===== config.mk =====
export PLATFORM = sky130hd
export DESIGN_NAME = cc_resolve_ctrl_flat
export DESIGN_NICKNAME = d
export VERILOG_FILES = /design/src/rtl/cc_resolve_ctrl_if.sv /design/src/rtl/cc_resolve_ctrl.sv /design/src/flat_wrapper.sv
export SDC_FILE = /design/constraint.sdc
export NUM_CORES = 2
export LEC_CHECK = 0
export ABC_AREA = 0
export CORE_AREA = 2 2 477 479
export CTS_CLUSTER_DIAMETER = 80
export DETAILED_ROUTE_END_ITERATION = 6
export DIE_AREA = 0 0 479 481
export GPL_ROUTABILITY_DRIVEN = 1
export GPL_TIMING_DRIVEN = 0
export HOLD_SLACK_MARGIN = 0.08
export PLACE_DENSITY_LB_ADDON = 0.3
export SLEW_MARGIN = 20
export SYNTH_ARGS = -nofsm -noshare
export SYNTH_HDL_FRONTEND = slang
export SYNTH_SLANG_ARGS = --single-unit

===== constraint.sdc =====
create_clock -name clk -period 5.51 [get_ports clk]
set_input_delay 0.8265 -clock clk [delete_from_list [all_inputs] [get_ports clk]]
set_output_delay 0.8265 -clock clk [all_outputs]
set_load 0.02 [all_outputs]

===== src/rtl/cc_resolve_ctrl_if.sv =====
// Bundle between the resolve sequencer and its surroundings: frame-end
// handshake, merge/data table RAM ports and the object record stream.
interface cc_resolve_ctrl_if #(
   parameter int WORD_SIZE = 8,
   parameter int OBJ_WIDTH = 128,
   parameter int NUM_OBJS  = 3
);
   localparam int D_WIDTH = NUM_OBJS * OBJ_WIDTH;

   logic                 start;
   logic [WORD_SIZE-1:0] num_labels;
   logic                 own;
   logic                 busy;
   logic                 done;

   logic [WORD_SIZE-1:0] mt_raddr;
   logic [WORD_SIZE-1:0] mt_rdata;
   logic                 mt_wen;
   logic [WORD_SIZE-1:0] mt_waddr;
   logic [WORD_SIZE-1:0] mt_wdata;

   logic [WORD_SIZE-1:0] dt_raddr;
   logic [D_WIDTH-1:0]   dt_rdata;
   logic                 dt_wen;
   logic [WORD_SIZE-1:0] dt_waddr;
   logic [D_WIDTH-1:0]   dt_wdata;

   logic                 obj_valid;
   logic                 obj_ready;
   logic [WORD_SIZE-1:0] obj_label;
   logic [D_WIDTH-1:0]   obj_data;

   modport master (
      input  start, num_labels, mt_rdata, dt_rdata, obj_ready,
      output own, busy, done,
      output mt_raddr, mt_wen, mt_waddr, mt_wdata,
      output dt_raddr, dt_wen, dt_waddr, dt_wdata,
      output obj_valid, obj_label, obj_data
   );

   modport slave (
      output start, num_labels, mt_rdata, dt_rdata, obj_ready,
      input  own, busy, done,
      input  mt_raddr, mt_wen, mt_waddr, mt_wdata,
      input  dt_raddr, dt_wen, dt_waddr, dt_wdata,
      input  obj_valid, obj_label, obj_data
   );
endinterface


===== src/rtl/cc_resolve_ctrl.sv =====
// End-of-frame resolve sequencer for the connected-components labeler:
// flattens the merge table, folds child moments into roots, then streams
// one record per non-empty root.
//
// state  | meaning
// -------+--------------------------------------------------------------
// IDLE   | RAMs owned by the pixel-rate labeler, waiting for start
// FL_RD  | flatten: read m[i]
// FL_CHK | flatten: root/corrupt -> write m[i]=i, else read m[m[i]]
// FL_WR  | flatten: write m[i] = root of its parent
// AC_RD  | accumulate: read m[i]
// AC_CHK | accumulate: root -> next label, else read D[i]
// AC_RDC | accumulate: capture D[i], read D[R]
// AC_WR  | accumulate: write D[R] = D[R] + D[i] field-wise
// AC_CLR | accumulate: write D[i] = 0
// EM_RD  | emit: read m[i]
// EM_CHK | emit: root -> read D[i], else next label
// EM_DAT | emit: capture record if p != 0
// EM_OUT | emit: hold record until accepted
// FIN    | last cycle of ownership; done pulses on the way to IDLE
module cc_resolve_ctrl #(
   parameter int WORD_SIZE = 8,
   parameter int OBJ_WIDTH = 128,
   parameter int NUM_OBJS  = 3
) (
   input logic               clk,
   input logic               reset,
   cc_resolve_ctrl_if.master bus
);
   localparam int D_WIDTH = NUM_OBJS * OBJ_WIDTH;
   localparam logic [WORD_SIZE-1:0] ONE = WORD_SIZE'(1);

   typedef enum logic [3:0] {
      IDLE, FL_RD, FL_CHK, FL_WR, AC_RD, AC_CHK, AC_RDC, AC_WR, AC_CLR,
      EM_RD, EM_CHK, EM_DAT, EM_OUT, FIN
   } state_t;

   state_t               state_q, state_d;
   logic [WORD_SIZE-1:0] i_q, i_d;
   logic [WORD_SIZE-1:0] n_q, n_d;
   logic [WORD_SIZE-1:0] root_q, root_d;
   logic [D_WIDTH-1:0]   child_q, child_d;
   logic [WORD_SIZE-1:0] obj_label_q, obj_label_d;
   logic [D_WIDTH-1:0]   obj_data_q, obj_data_d;
   logic                 done_q;

   logic                 adv;
   logic                 last_lbl;
   logic [D_WIDTH-1:0]   sum;
   logic [WORD_SIZE-1:0] mt_raddr, mt_waddr, mt_wdata;
   logic [WORD_SIZE-1:0] dt_raddr, dt_waddr;
   logic [D_WIDTH-1:0]   dt_wdata;
   logic                 mt_wen, dt_wen, obj_valid;

   assign last_lbl = (i_q == n_q - ONE);

   // Field-wise moment sum; each field wraps on its own with no carry out.
   always_comb begin
      sum = '0;
      for (int f = 0; f < NUM_OBJS; f++) begin
         sum[f*OBJ_WIDTH +: OBJ_WIDTH] = child_q[f*OBJ_WIDTH +: OBJ_WIDTH]
                                       + bus.dt_rdata[f*OBJ_WIDTH +: OBJ_WIDTH];
      end
   end

   // Next-state, RAM strobes and label-loop stepping.
   always_comb begin
      state_d     = state_q;
      i_d         = i_q;
      n_d         = n_q;
      root_d      = root_q;
      child_d     = child_q;
      obj_label_d = obj_label_q;
      obj_data_d  = obj_data_q;
      adv         = 1'b0;
      mt_raddr    = '0;
      mt_wen      = 1'b0;
      mt_waddr    = '0;
      mt_wdata    = '0;
      dt_raddr    = '0;
      dt_wen      = 1'b0;
      dt_waddr    = '0;
      dt_wdata    = '0;
      obj_valid   = 1'b0;

      case (state_q)
         IDLE: begin
            if (bus.start) begin
               n_d     = bus.num_labels;
               i_d     = ONE;
               state_d = (bus.num_labels <= ONE) ? FIN : FL_RD;
            end
         end
         FL_RD: begin
            mt_raddr = i_q;
            state_d  = FL_CHK;
         end
         FL_CHK: begin
            // A parent above its child can only be corruption; make it a root.
            if (bus.mt_rdata >= i_q) begin
               mt_wen   = 1'b1;
               mt_waddr = i_q;
               mt_wdata = i_q;
               adv      = 1'b1;
            end else begin
               mt_raddr = bus.mt_rdata;
               state_d  = FL_WR;
            end
         end
         FL_WR: begin
            // Parent is below i, so its entry is already flat.
            mt_wen   = 1'b1;
            mt_waddr = i_q;
            mt_wdata = bus.mt_rdata;
            adv      = 1'b1;
         end
         AC_RD: begin
            mt_raddr = i_q;
            state_d  = AC_CHK;
         end
         AC_CHK: begin
            if (bus.mt_rdata == i_q) begin
               adv = 1'b1;
            end else begin
               root_d   = bus.mt_rdata;
               dt_raddr = i_q;
               state_d  = AC_RDC;
            end
         end
         AC_RDC: begin
            child_d  = bus.dt_rdata;
            dt_raddr = root_q;
            state_d  = AC_WR;
         end
         AC_WR: begin
            dt_wen   = 1'b1;
            dt_waddr = root_q;
            dt_wdata = sum;
            state_d  = AC_CLR;
         end
         AC_CLR: begin
            dt_wen   = 1'b1;
            dt_waddr = i_q;
            adv      = 1'b1;
         end
         EM_RD: begin
            mt_raddr = i_q;
            state_d  = EM_CHK;
         end
         EM_CHK: begin
            if (bus.mt_rdata == i_q) begin
               dt_raddr = i_q;
               state_d  = EM_DAT;
            end else begin
               adv = 1'b1;
            end
         end
         EM_DAT: begin
            if (bus.dt_rdata[OBJ_WIDTH-1:0] != '0) begin
               obj_label_d = i_q;
               obj_data_d  = bus.dt_rdata;
               state_d     = EM_OUT;
            end else begin
               adv = 1'b1;
            end
         end
         EM_OUT: begin
            obj_valid = 1'b1;
            if (bus.obj_ready) adv = 1'b1;
         end
         FIN:     state_d = IDLE;
         default: state_d = IDLE;
      endcase

      // Step to the next label, or on the last one rewind i and open the next pass.
      if (adv) begin
         if (last_lbl) begin
            i_d = ONE;
            case (state_q)
               FL_CHK, FL_WR:  state_d = AC_RD;
               AC_CHK, AC_CLR: state_d = EM_RD;
               default:        state_d = FIN;
            endcase
         end else begin
            i_d = i_q + ONE;
            case (state_q)
               FL_CHK, FL_WR:  state_d = FL_RD;
               AC_CHK, AC_CLR: state_d = AC_RD;
               default:        state_d = EM_RD;
            endcase
         end
      end
   end

   // State and datapath registers.
   always_ff @(posedge clk) begin
      if (reset) begin
         state_q     <= IDLE;
         i_q         <= ONE;
         n_q         <= '0;
         root_q      <= '0;
         child_q     <= '0;
         obj_label_q <= '0;
         obj_data_q  <= '0;
         done_q      <= 1'b0;
      end else begin
         state_q     <= state_d;
         i_q         <= i_d;
         n_q         <= n_d;
         root_q      <= root_d;
         child_q     <= child_d;
         obj_label_q <= obj_label_d;
         obj_data_q  <= obj_data_d;
         done_q      <= (state_q == FIN);
      end
   end

   assign bus.own       = (state_q != IDLE);
   assign bus.busy      = (state_q != IDLE);
   assign bus.done      = done_q;
   assign bus.mt_raddr  = mt_raddr;
   assign bus.mt_wen    = mt_wen;
   assign bus.mt_waddr  = mt_waddr;
   assign bus.mt_wdata  = mt_wdata;
   assign bus.dt_raddr  = dt_raddr;
   assign bus.dt_wen    = dt_wen;
   assign bus.dt_waddr  = dt_waddr;
   assign bus.dt_wdata  = dt_wdata;
   assign bus.obj_valid = obj_valid;
   assign bus.obj_label = obj_label_q;
   assign bus.obj_data  = obj_data_q;
endmodule


===== src/flat_wrapper.sv =====
// flat-port wrapper written by rule: the top's interface ports become plain ports
module cc_resolve_ctrl_flat 
#(
   parameter int WORD_SIZE = 8,
   parameter int OBJ_WIDTH = 128,
   parameter int NUM_OBJS  = 3
)
  (clk, reset, bus_start, bus_num_labels, bus_mt_rdata, bus_dt_rdata, bus_obj_ready, bus_own, bus_busy, bus_done, bus_mt_raddr, bus_mt_wen, bus_mt_waddr, bus_mt_wdata, bus_dt_raddr, bus_dt_wen, bus_dt_waddr, bus_dt_wdata, bus_obj_valid, bus_obj_label, bus_obj_data);
  cc_resolve_ctrl_if #(.WORD_SIZE(WORD_SIZE), .OBJ_WIDTH(OBJ_WIDTH), .NUM_OBJS(NUM_OBJS)) bus_i ();
  input logic clk;
  input logic reset;
  input wire logic [$bits(bus_i.start)-1:0] bus_start;
  input wire logic [$bits(bus_i.num_labels)-1:0] bus_num_labels;
  input wire logic [$bits(bus_i.mt_rdata)-1:0] bus_mt_rdata;
  input wire logic [$bits(bus_i.dt_rdata)-1:0] bus_dt_rdata;
  input wire logic [$bits(bus_i.obj_ready)-1:0] bus_obj_ready;
  output wire logic [$bits(bus_i.own)-1:0] bus_own;
  output wire logic [$bits(bus_i.busy)-1:0] bus_busy;
  output wire logic [$bits(bus_i.done)-1:0] bus_done;
  output wire logic [$bits(bus_i.mt_raddr)-1:0] bus_mt_raddr;
  output wire logic [$bits(bus_i.mt_wen)-1:0] bus_mt_wen;
  output wire logic [$bits(bus_i.mt_waddr)-1:0] bus_mt_waddr;
  output wire logic [$bits(bus_i.mt_wdata)-1:0] bus_mt_wdata;
  output wire logic [$bits(bus_i.dt_raddr)-1:0] bus_dt_raddr;
  output wire logic [$bits(bus_i.dt_wen)-1:0] bus_dt_wen;
  output wire logic [$bits(bus_i.dt_waddr)-1:0] bus_dt_waddr;
  output wire logic [$bits(bus_i.dt_wdata)-1:0] bus_dt_wdata;
  output wire logic [$bits(bus_i.obj_valid)-1:0] bus_obj_valid;
  output wire logic [$bits(bus_i.obj_label)-1:0] bus_obj_label;
  output wire logic [$bits(bus_i.obj_data)-1:0] bus_obj_data;
  assign bus_i.start = bus_start;
  assign bus_i.num_labels = bus_num_labels;
  assign bus_i.mt_rdata = bus_mt_rdata;
  assign bus_i.dt_rdata = bus_dt_rdata;
  assign bus_i.obj_ready = bus_obj_ready;
  assign bus_own = bus_i.own;
  assign bus_busy = bus_i.busy;
  assign bus_done = bus_i.done;
  assign bus_mt_raddr = bus_i.mt_raddr;
  assign bus_mt_wen = bus_i.mt_wen;
  assign bus_mt_waddr = bus_i.mt_waddr;
  assign bus_mt_wdata = bus_i.mt_wdata;
  assign bus_dt_raddr = bus_i.dt_raddr;
  assign bus_dt_wen = bus_i.dt_wen;
  assign bus_dt_waddr = bus_i.dt_waddr;
  assign bus_dt_wdata = bus_i.dt_wdata;
  assign bus_obj_valid = bus_i.obj_valid;
  assign bus_obj_label = bus_i.obj_label;
  assign bus_obj_data = bus_i.obj_data;
  cc_resolve_ctrl #(.WORD_SIZE(WORD_SIZE), .OBJ_WIDTH(OBJ_WIDTH), .NUM_OBJS(NUM_OBJS)) u_core (.clk(clk), .reset(reset), .bus(bus_i));
endmodule

==> reports/metrics.csv <==
metric,value,unit
status,"complete, but fails checks",
failing checks,negative setup slack,
ratio of cells with drive above 1 in the final layout,0.102,
area occupied by multi-input gates,0.0402,mm^2
"setup slack, reg-to-reg",1.24,ns
I/O Pins,1226,
area share of the largest cell type after synthesis,0.288,
Syn Nets,8941,
Final WS setup,-0.0392,ns
Fin. Hold Viols,0,
hold path startpoint,bus_dt_rdata[267],
CP cell instances,"buf_2, ha_4, inv_2, fa_2, nor2b_4, o21ai_2, a21oi_2, o41ai_4, o31a_2, o21ai_4, a31oi_4, o31a_1, o31ai_4, buf_4, a21oi_2, xor2_2, nor2_4, buf_6",
crit path capture type,output port,
total track usage,0.272,
clock sinks,805,
fillers,24300,
mux cell area share after synthesis,0.00555,
worst-margin pin slew,1.21,ns
Worst Skew,0.0261,ns
Synth cell types,97,
final-report setup violation count,4,
startpoint types,input pin,
PD cells,229,mW/mm^2
core area,0.226,mm^2
met3 Resource Use GR,0.0650,
TritonCTS Buffers,105,
clock-pin slew on the worst setup and hold paths,0.06,ns
largest net degree at the start of global routing,20,
Synth Area in XOR/XNOR,0.0529,
Reg area,0.0161,mm^2
"Hold-fix buffers, CTS",0,
Starting Density,0.248,
Setup TNS Final,-0.0578,ns
grt peak-use layer,met2,
Post-Syn Area per Cell,6.87,um^2
Synth Area in Compound Gates,0.260,
initial antenna violation count,74,
main combinational cell family by area after synthesis,compound AO/OA/AOI/OAI gates,
RSZ-0062 raised after global routing,true,
post-route ant nets,0,
global placer's final weighted congestion,0.993,
post-synthesis cell area,0.0559,mm^2
die area,0.230,mm^2
Hold Path Class,input pin to register,
RR Endpoint,u_core.i_q[0],
r2r worst-path depth,12,
"Clk Latency, worst-skew pair",0.77,ns
cell family with most CP delay,compound AO/OA/AOI/OAI gates,
critical path class,input pin to output port,
DR iter-0 viols,5164,
drt pass-1 iters,6,
hpwl dp,279,mm
Die Span Y,481,um
# rows,175,
Synth Area in Adders,0.0885,
Crit path top cell by count,a21oi_2,
Seq cells post-synth,805,
slowest stage cell on the critical path,o31a_1,
Gate Count Post-Synth,8143,
DR vias/cell,5.25,
CTS tree,done,
highest clock rate,180,MHz
DR WL/cell,26.3,um
"Data required, critical path",4.68,ns
commonest cells in the netlist,"nand2_1, a21oi_1, dfxtp_1, nor2_1, clkbuf_1",
# nets final,10300,
Leak Pwr,29.6,nW
"Async S/R FF share, synth",0,
"slowest stage delay, CP",0.44,ns
Ys Warns,0,
Reg-to-Reg Start,u_core.i_q[3],
most frequent cell after synthesis,nand2_1,
buffers plus inverters on the worst setup path,4,
CTS Buffer Depth,3,
Area Overhead vs Synth,41.4,%
max-cap violations,0,
Max Slew Vio Count,0,
placed cells,12400,
"EDFF count, synth",0,
vias in the first global route,63400,
CTS H-tree lvls,3,
Non-Filler Instances,12600,
Worst VDD drop,258,uV
most common flop cell mapped by yosys,dfxtp_1,
Die X,479,um
first-pass GRT wire length,459,mm
grt met2 use,0.435,
Worst Hold Endpoint,u_core.bus.obj_data[267],
post-synthesis simple-gate area fraction,0.257,
Critical Path AT,4.72,ns
Congestion Overflow GR,0,
Root Driver,clkbuf_16,
cell accounting for the most synthesized area,dfxtp_1,
fin crit period,5.55,ns
crit share post-route,1.01,
total wire length,331,mm
worst hold stages,3,
Area contributors post-synth,"dfxtp_1, nand2_1, a21oi_1",
"Seq/Total Area, Yosys",0.288,
Port Buffers,1224,
Vias,66100,
Post-route DRC,0,
grt met1 use,0.333,
Slew HR,0.193,
Worst Path Max Fanout,4,
-- state kept, by name, summed over array words and instances (netlist names) --
name,cells
u_core.bus.done,1
u_core.bus.obj_data,384
u_core.bus.obj_label,8
u_core.child_q,384
u_core.i_q,8
u_core.n_q,8
u_core.root_q,8
u_core.state_q,4
-- area by class of cell --
cell class,count,area share
inverters,171,0.00811
flip-flops and latches,805,0.204
well taps,3009,0.0476
clock buffers,135,0.0365
diodes,44,0.00139
plain buffers,430,0.0225
repair buffers,1331,0.165
multi-input cells,6632,0.508
clock inverters,50,0.00712
-- where the power goes --
| part | internal [mW] | total, mW | switching, mW |
|---|---|---|---|
| clock network | 4.01 | 7.05 | 3.04 |
| registers | 6.04 | 6.19 | 0.153 |
| logic | 1.69 | 4.88 | 3.19 |
| total | 11.7 | 18.1 | 6.38 |
-- how the worst max path moves through the flow --
stage	slack [ns]	end	from	cells after the start
2_1_floorplan	0.62	bus_dt_wdata[212]	bus_dt_rdata[128]	15
3_3_place_gp	-2.07	bus_dt_wdata[114]	bus_dt_rdata[0]	17
3_5_place_dp	-2.05	bus_dt_wdata[114]	bus_dt_rdata[0]	17
4_1_cts	-0.08	bus_dt_wdata[247]	bus_dt_rdata[132]	16
5_1_grt	-0.15	bus_dt_wdata[114]	bus_dt_rdata[25]	16
6_report	-0.04	bus_dt_wdata[84]	bus_dt_rdata[0]	18
-- repair_timing --
item	CTS	global route
endpoints found under the setup margin	356	213
setup buffers	55	36
pin swaps	112	95
gates resized for setup	910	423
-- logic make-up (layout without fill, tap and decap cells) --
kind of cell,Yosys count,count (layout)
adders and majority gates,394,394
AOI/OAI and AO/OA,2486,2486
other,0,44
and+or+nand+nor,3383,3383
xor gates and xnor gates,338,338
buffers and inverters,706,2117
DFF,805,805
muxes,31,31
-- cells in the final DEF, fill, tap and decap left out, types with 23 or more instances in the layout --
cell type        count
nand2_1           2007
a21oi_1           1338
clkdlybuf4s50_1    907
dfxtp_1            800
nor2_1             616
clkbuf_1           355
ha_1               268
o21ai_0            234
a21o_1             209
nand4_1            203
xnor2_1            199
inv_1              164
dlygate4sd2_1      145
o21bai_1           133
xor2_1             125
buf_4              113
clkbuf_16          105
nor3_1              79
o21ai_1             74
nand3_1             70
a21oi_2             68
ha_2                68
dlymetal6s2s_1      63
clkbuf_2            61
ha_4                55
nand2b_1            51
nor4_1              49
o21a_1              47
diode_2             44
a31oi_1             40
buf_2               38
nor2_2              38
and3_1              33
nor2b_1             32
a22o_1              32
nor3_2              26
or3_1               25
o21ai_2             25
o211ai_1            24
o31ai_1             23
-- worst reg2reg max path, cell delays in order, from the launching register on --
cell and delay, ns:
dfxtp_2 0.58, inv_1 0.17, ha_1 0.32, and3_1 0.21
a221o_1 0.34, a221o_1 0.40, and3b_1 0.42, nor2_4 0.43
o211ai_1 0.28, a21o_1 0.30, a21oi_2 0.35, mux2i_1 0.14
or2_1 0.22
-- metal layers --
metal	vias to the layer above	wire length (um)
met1	31800	136000
li1	31000	-
met3	625	26600
met5	-	61
met4	10	22200
met2	2718	147000
-- per-stage QoR --
step | hold slack [ns] | setup WS [ns] | cell area, um^2 | utilization | total power, mW
CTS | 0.334 | -0.0777 | 77800 | 0.345 | 18.1
detailed placement | 0.446 | -2.05 | 72400 | 0.321 | 10.9
finish | 0.380 | -0.0392 | 79100 | 0.350 | 18.1
global route | 0.338 | -0.148 | 79100 | 0.350 | 18.8
global placement | 0.441 | -2.07 | 72000 | 0.319 | 10.8
floorplan | 0.440 | 0.623 | 55900 | - | 8.83
Power figures use the tool's default switching activity.
